### config.mk
export PLATFORM = sky130hd
export DESIGN_NAME = eparity_tx32
export DESIGN_NICKNAME = d
export VERILOG_FILES = /design/src/rtl/eparity_tx32.sv
export SDC_FILE = /design/constraint.sdc
export NUM_CORES = 1
export LEC_CHECK = 0
export CORE_ASPECT_RATIO = 0.8
export CORE_MARGIN = 2
export CORE_UTILIZATION = 38
export DETAILED_ROUTE_END_ITERATION = 7
export GPL_TIMING_DRIVEN = 1
export PLACE_DENSITY_LB_ADDON = 0.1
export SLEW_MARGIN = 20
export SYNTH_ARGS = -nofsm -noshare
export SYNTH_HDL_FRONTEND = slang
export SYNTH_SLANG_ARGS = --single-unit
### constraint.sdc
create_clock -name clk -period 7.45 [get_ports clk]
set_clock_uncertainty 0.05 [all_clocks]
set_input_delay 2.235 -clock clk [delete_from_list [all_inputs] [get_ports clk]]
set_output_delay 2.235 -clock clk [all_outputs]
set_load 0.1 [all_outputs]
### src/rtl/eparity_tx32.sv
// eparity_tx32: even-parity serial frame transmitter; shifts {data, parity} out MSB-first with valid/ready backpressure.
// Optional build macro EPARITY_TX_ERRINJ_EN adds err_inject, which inverts the parity bit of the accepted frame.
module eparity_tx32 #(
   parameter int DATA_W = 31,
   parameter int CNT_W  = $clog2(DATA_W + 1)
) (
   input  logic              clk,
   input  logic              rst_n,
   input  logic              in_valid,
   input  logic [DATA_W-1:0] in_data,
   output logic              in_ready,
   output logic              tx_bit,
   output logic              tx_valid,
   input  logic              tx_ready,
`ifdef EPARITY_TX_ERRINJ_EN
   input  logic              err_inject,
`endif
   output logic              tx_last,
   output logic [DATA_W:0]   frame,
   output logic [CNT_W-1:0]  one_count
);

   localparam int FW    = DATA_W + 1;
   localparam int IDX_W = $clog2(FW);
   localparam logic [IDX_W-1:0] IDX_TOP  = IDX_W'(FW - 1);
   localparam logic [IDX_W-1:0] IDX_ONE  = IDX_W'(1);
   localparam logic [IDX_W-1:0] IDX_ZERO = IDX_W'(0);

   typedef enum logic [0:0] {
      ST_IDLE  = 1'b0,
      ST_SHIFT = 1'b1
   } state_t;

   function automatic logic even_parity(input logic [DATA_W-1:0] d);
      logic p;
      p = 1'b0;
      for (int i = 0; i < DATA_W; i++) begin
         p = p ^ d[i];
      end
      return p;
   endfunction

   function automatic logic [CNT_W-1:0] pop_count(input logic [DATA_W-1:0] d);
      logic [CNT_W-1:0] c;
      c = {CNT_W{1'b0}};
      for (int i = 0; i < DATA_W; i++) begin
         c = c + CNT_W'(d[i]);
      end
      return c;
   endfunction

   state_t             r_state;
   state_t             w_state_nxt;
   logic [IDX_W-1:0]   r_idx;
   logic [IDX_W-1:0]   w_idx_nxt;
   logic [IDX_W-1:0]   w_idx_dec;
   logic [FW-1:0]      r_frame;
   logic [FW-1:0]      w_frame_nxt;
   logic [CNT_W-1:0]   r_one_count;
   logic [CNT_W-1:0]   w_one_nxt;
   logic               r_tx_bit;
   logic               w_bit_nxt;
   logic               r_tx_valid;
   logic               w_valid_nxt;
   logic               r_tx_last;
   logic               w_last_nxt;
   logic               w_par;
   logic               w_beat;
   logic               w_done;
   logic               w_in_ready;
   logic               w_accept;

`ifdef EPARITY_TX_ERRINJ_EN
   assign w_par = even_parity(in_data) ^ err_inject;
`else
   assign w_par = even_parity(in_data);
`endif

   // A new word may be taken in the same cycle the parity bit is consumed, so frames run back to back.
   assign w_beat     = (r_state == ST_SHIFT) && tx_ready;
   assign w_done     = w_beat && r_tx_last;
   assign w_in_ready = (r_state == ST_IDLE) || w_done;
   assign w_accept   = in_valid && w_in_ready;
   assign w_idx_dec  = r_idx - IDX_ONE;

   // Next-state and next-output computation; the serial bit is pre-selected so tx_bit comes from a flop.
   always_comb begin
      w_state_nxt = r_state;
      w_idx_nxt   = r_idx;
      w_frame_nxt = r_frame;
      w_one_nxt   = r_one_count;
      w_bit_nxt   = r_tx_bit;
      w_last_nxt  = r_tx_last;
      if (w_accept) begin
         w_state_nxt = ST_SHIFT;
         w_idx_nxt   = IDX_TOP;
         w_frame_nxt = {in_data, w_par};
         w_one_nxt   = pop_count(in_data);
         w_bit_nxt   = in_data[DATA_W-1];
         w_last_nxt  = 1'b0;
      end else begin
         case (r_state)
            ST_IDLE: begin
               w_state_nxt = ST_IDLE;
            end
            ST_SHIFT: begin
               if (w_done) begin
                  w_state_nxt = ST_IDLE;
                  w_bit_nxt   = 1'b0;
                  w_last_nxt  = 1'b0;
               end else if (w_beat) begin
                  w_idx_nxt  = w_idx_dec;
                  w_bit_nxt  = r_frame[w_idx_dec];
                  w_last_nxt = (w_idx_dec == IDX_ZERO);
               end else begin
                  w_state_nxt = ST_SHIFT;
               end
            end
            default: begin
               w_state_nxt = ST_IDLE;
               w_bit_nxt   = 1'b0;
               w_last_nxt  = 1'b0;
            end
         endcase
      end
      w_valid_nxt = (w_state_nxt == ST_SHIFT);
   end

   // State and output registers with synchronous active-low reset; reset aborts any frame in flight.
   always_ff @(posedge clk) begin
      if (!rst_n) begin
         r_state     <= ST_IDLE;
         r_idx       <= IDX_TOP;
         r_frame     <= {FW{1'b0}};
         r_one_count <= {CNT_W{1'b0}};
         r_tx_bit    <= 1'b0;
         r_tx_valid  <= 1'b0;
         r_tx_last   <= 1'b0;
      end else begin
         r_state     <= w_state_nxt;
         r_idx       <= w_idx_nxt;
         r_frame     <= w_frame_nxt;
         r_one_count <= w_one_nxt;
         r_tx_bit    <= w_bit_nxt;
         r_tx_valid  <= w_valid_nxt;
         r_tx_last   <= w_last_nxt;
      end
   end

   assign in_ready  = w_in_ready;
   assign tx_bit    = r_tx_bit;
   assign tx_valid  = r_tx_valid;
   assign tx_last   = r_tx_last;
   assign frame     = r_frame;
   assign one_count = r_one_count;

endmodule

==> impl_results.md <==
* FP Rows at 29
* Pwr dens at 297 mW/mm²
* FILL cells at 752
* Post-synthesis average cell area at 9.25 µm²
* Maximum clock frequency at 0.139 GHz
* Total Neg Setup Slack at 0 ns
* FF/Latch Area at 901 µm²
* Die height at 85.0 µm
* Clk sinks at 45
* First-pass GRT wire length at 13300 µm
* Mux share of post-synthesis cell area at 0.0731
* Core area at 0.00795 mm²
* DRC at 0
* Hold buffers post-CTS at 0
* CP Launch Type: input pin
* Initial Util at 0.392
* Vias in the first global route at 2552
* H-tree Lvls at 2
* Post-Syn Area at 0.00312 mm²
* CTS tree: built
* Post-Synth Simple-Gate Area at 0.153
* Routed wl met2 at 3530 µm
* Clock Latency Late Sink at 0.30 ns
* Main combinational cell family by area after synthesis: adder cells
* Setup violators final at 0
* CTS clk-pin slew, worst paths at 0.09 ns
* RSZ-0062 raised after global routing: false
* WL met3 at 323 µm
* Layout cells sized above 1 at 0.0898
* Dominant synthesized flop cell: dfxtp_1
* Post-Place Setup Slack at -0.0802 ns
* Hold Fails Final Rpt at 0
* Via count at 2463
* Area of the multi-input gates at 0.00201 mm²
* Die span in x at 105 µm
* Post-synthesis register bit count at 45
* Detailed-route vias per instance at 4.64
* Slew @ Worst Pin at 0.998 ns
* Fin cells at 531
* Post-route ant nets at 0
* Lkg Pwr at 1.71 nW
* Sequential area share after synthesis at 0.289
* Required time of the critical path at 7.63 ns
* Synth Instances at 337
* Drt pass-1 iters at 4
* Setup slack after layout at 0.255 ns
* Yosys warnings at 0
* FFs w/ async S/R, synth at 0
* Post-Synth Adder-Cell Area at 0.188
* Worst Path Arrival at 7.37 ns
* Fin. max-slew vios at 0
* All-Layer GR Usage at 0.188
* GPL Wtd Cong at 0.856
* Area delta synth->final at 34.2%
* Largest net degree at the start of global routing at 46
* Total gr overflow at 0
* Placed Cells at 523
* IO Pins at 76
* # diodes at 0
* Clock buffer depth at 2
* Final period util at 0.966
* Dpl hpwl at 6110 µm
* CP max FO at 2
* Port Buf Inserts at 75
* Number of enable flip-flop cells after synthesis at 0
* CP Capture Type: flip-flop
* Total CTS buffers at 5
* Post-layout min period at 7.20 ns
* Mapped Nets at 405
* Max_slew headroom at 0.332
* Type of the worst setup path: input pin to flip-flop
* Post-CTS resize count at 0
* Met1 wire length at 3870 µm
* Fin util at 0.526
* Post CTS Setup Buffer Count at 0
* Hold Path Class: flip-flop to flip-flop
* Initial antenna violation count at 0
* Outcome: completed
* Final nets at 490
* Drt wl/cell at 14.7 µm
* Top sig layer: met4
* Synth Area in XOR/XNOR at 0.116
* Compound-cell area share of the yosys netlist at 0.116
* DR iter-0 viols at 74
* Die ar. at 0.00895 mm²
* MaxCap Viol Count at 0
* CTS root buffer: clkbuf_8
* Total Wirelength at 7790 µm
* Unique masters post-synth at 38
* VDD IR max at 0.000336 V
cell type report:
cell class,count,share of cell area
Clock buffer,6,0.0174
Clock inverter,2,0.00928
Inverter,33,0.0296
Multi-Input combinational cell,242,0.481
Sequential cell,45,0.215
Tap cell,108,0.0323
Timing Repair Buffer,95,0.215
report_power, final:
group / internal (mW) / switching, mW
logic: 0.331 / 0.442
clock network: 0.101 / 0.0908
registers: 0.263 / 0.0161
cell families after synthesis:
| family | Yosys count |
|---|---|
| multiplexers | 12 |
| buffers and inverters | 50 |
| AND/OR/NAND/NOR | 107 |
| adder cells (fa/ha/maj) | 33 |
| AO/OA/AOI/OAI | 51 |
| flip-flops | 45 |
| XOR/XNOR | 39 |
synth_stat cells, types with 2 or more instances:
cell type / number / area (µm²)
mux4_1: 2 / 52.6
mux2i_1: 4 / 40.0
nand3_1: 6 / 30.0
a31oi_1: 2 / 12.5
and2_1: 2 / 12.5
a21boi_0: 29 / 218
or2_1: 2 / 12.5
fa_1: 23 / 460
a21oi_1: 6 / 30.0
inv_1: 33 / 124
nand2_1: 84 / 315
nor2_1: 3 / 11.3
xnor2_1: 33 / 289
mux4_2: 6 / 135
a21o_1: 2 / 15.0
ha_1: 10 / 125
o21ai_0: 2 / 10.0
dfxtp_1: 45 / 901
buf_2: 3 / 15.0
nor2b_1: 3 / 18.8
a21boi_1: 6 / 45.0
clkbuf_1: 11 / 41.3
xor2_1: 5 / 43.8
state kept, by name, summed over array words and instances (netlist names):
register,count
r_idx,5
tx_valid,1
frame,32
tx_bit,1
one_count,5
tx_last,1
cell usage in the layout, fill, tap and decap left out, types with 10 or more instances in the layout:
cell type        netlist  layout
nand2_1               84      84
clkdlybuf4s50_1        0      74
dfxtp_1               45      45
inv_1                 33      33
xnor2_1               33      33
a21boi_0              29      29
fa_1                  23      23
buf_4                  1      21
ha_1                  10      10
path summary, 6_finish.rpt:
path / start / to / slack, ns / cells past startpoint
worst max-delay path: in_data[17] / one_count[4]$_SDFFE_PN0P_ / 0.25 / 18
worst min-delay path: one_count[1]$_SDFFE_PN0P_ / one_count[1]$_SDFFE_PN0P_ / 0.41 / 2
worst max register to register: r_idx[0]$_SDFFE_PP1P_ / tx_bit$_SDFFE_PN0P_ / 4.82 / 7
worst min register to register: one_count[1]$_SDFFE_PN0P_ / one_count[1]$_SDFFE_PN0P_ / 0.41 / 2
critical path, cell delays in order:
cell and delay, ns:
clkdlybuf4s50_1 0.46, fa_1 0.55, inv_1 0.05, fa_1 0.49, inv_1 0.05, fa_1 0.48, inv_1 0.05, fa_1 0.46
fa_1 0.49, fa_1 0.49, inv_1 0.05, fa_1 0.39, fa_1 0.40, a21o_1 0.17, a21oi_1 0.18, xnor2_1 0.14
nand2_1 0.06, a21boi_0 0.19
through the flow:
stage / hold slack, ns / total power [mW] / instance area [µm²]
after floorplan: 0.494 / 0.872 / 3120
final: 0.406 / 1.24 / 4180
after global placement: 0.397 / 1.06 / 4070
after CTS: 0.408 / 1.26 / 4180
after global routing: 0.423 / 1.35 / 4180
after detailed placement: 0.398 / 1.06 / 4070
per-layer routing:
layer	global-route usage	vias up
met1	0.269	1155
li1	-	1247
met5	0	-
met2	0.298	53
met4	0.0400	0
met3	0.0361	8
No activity file was read; power rests on OpenSTA's default activity.
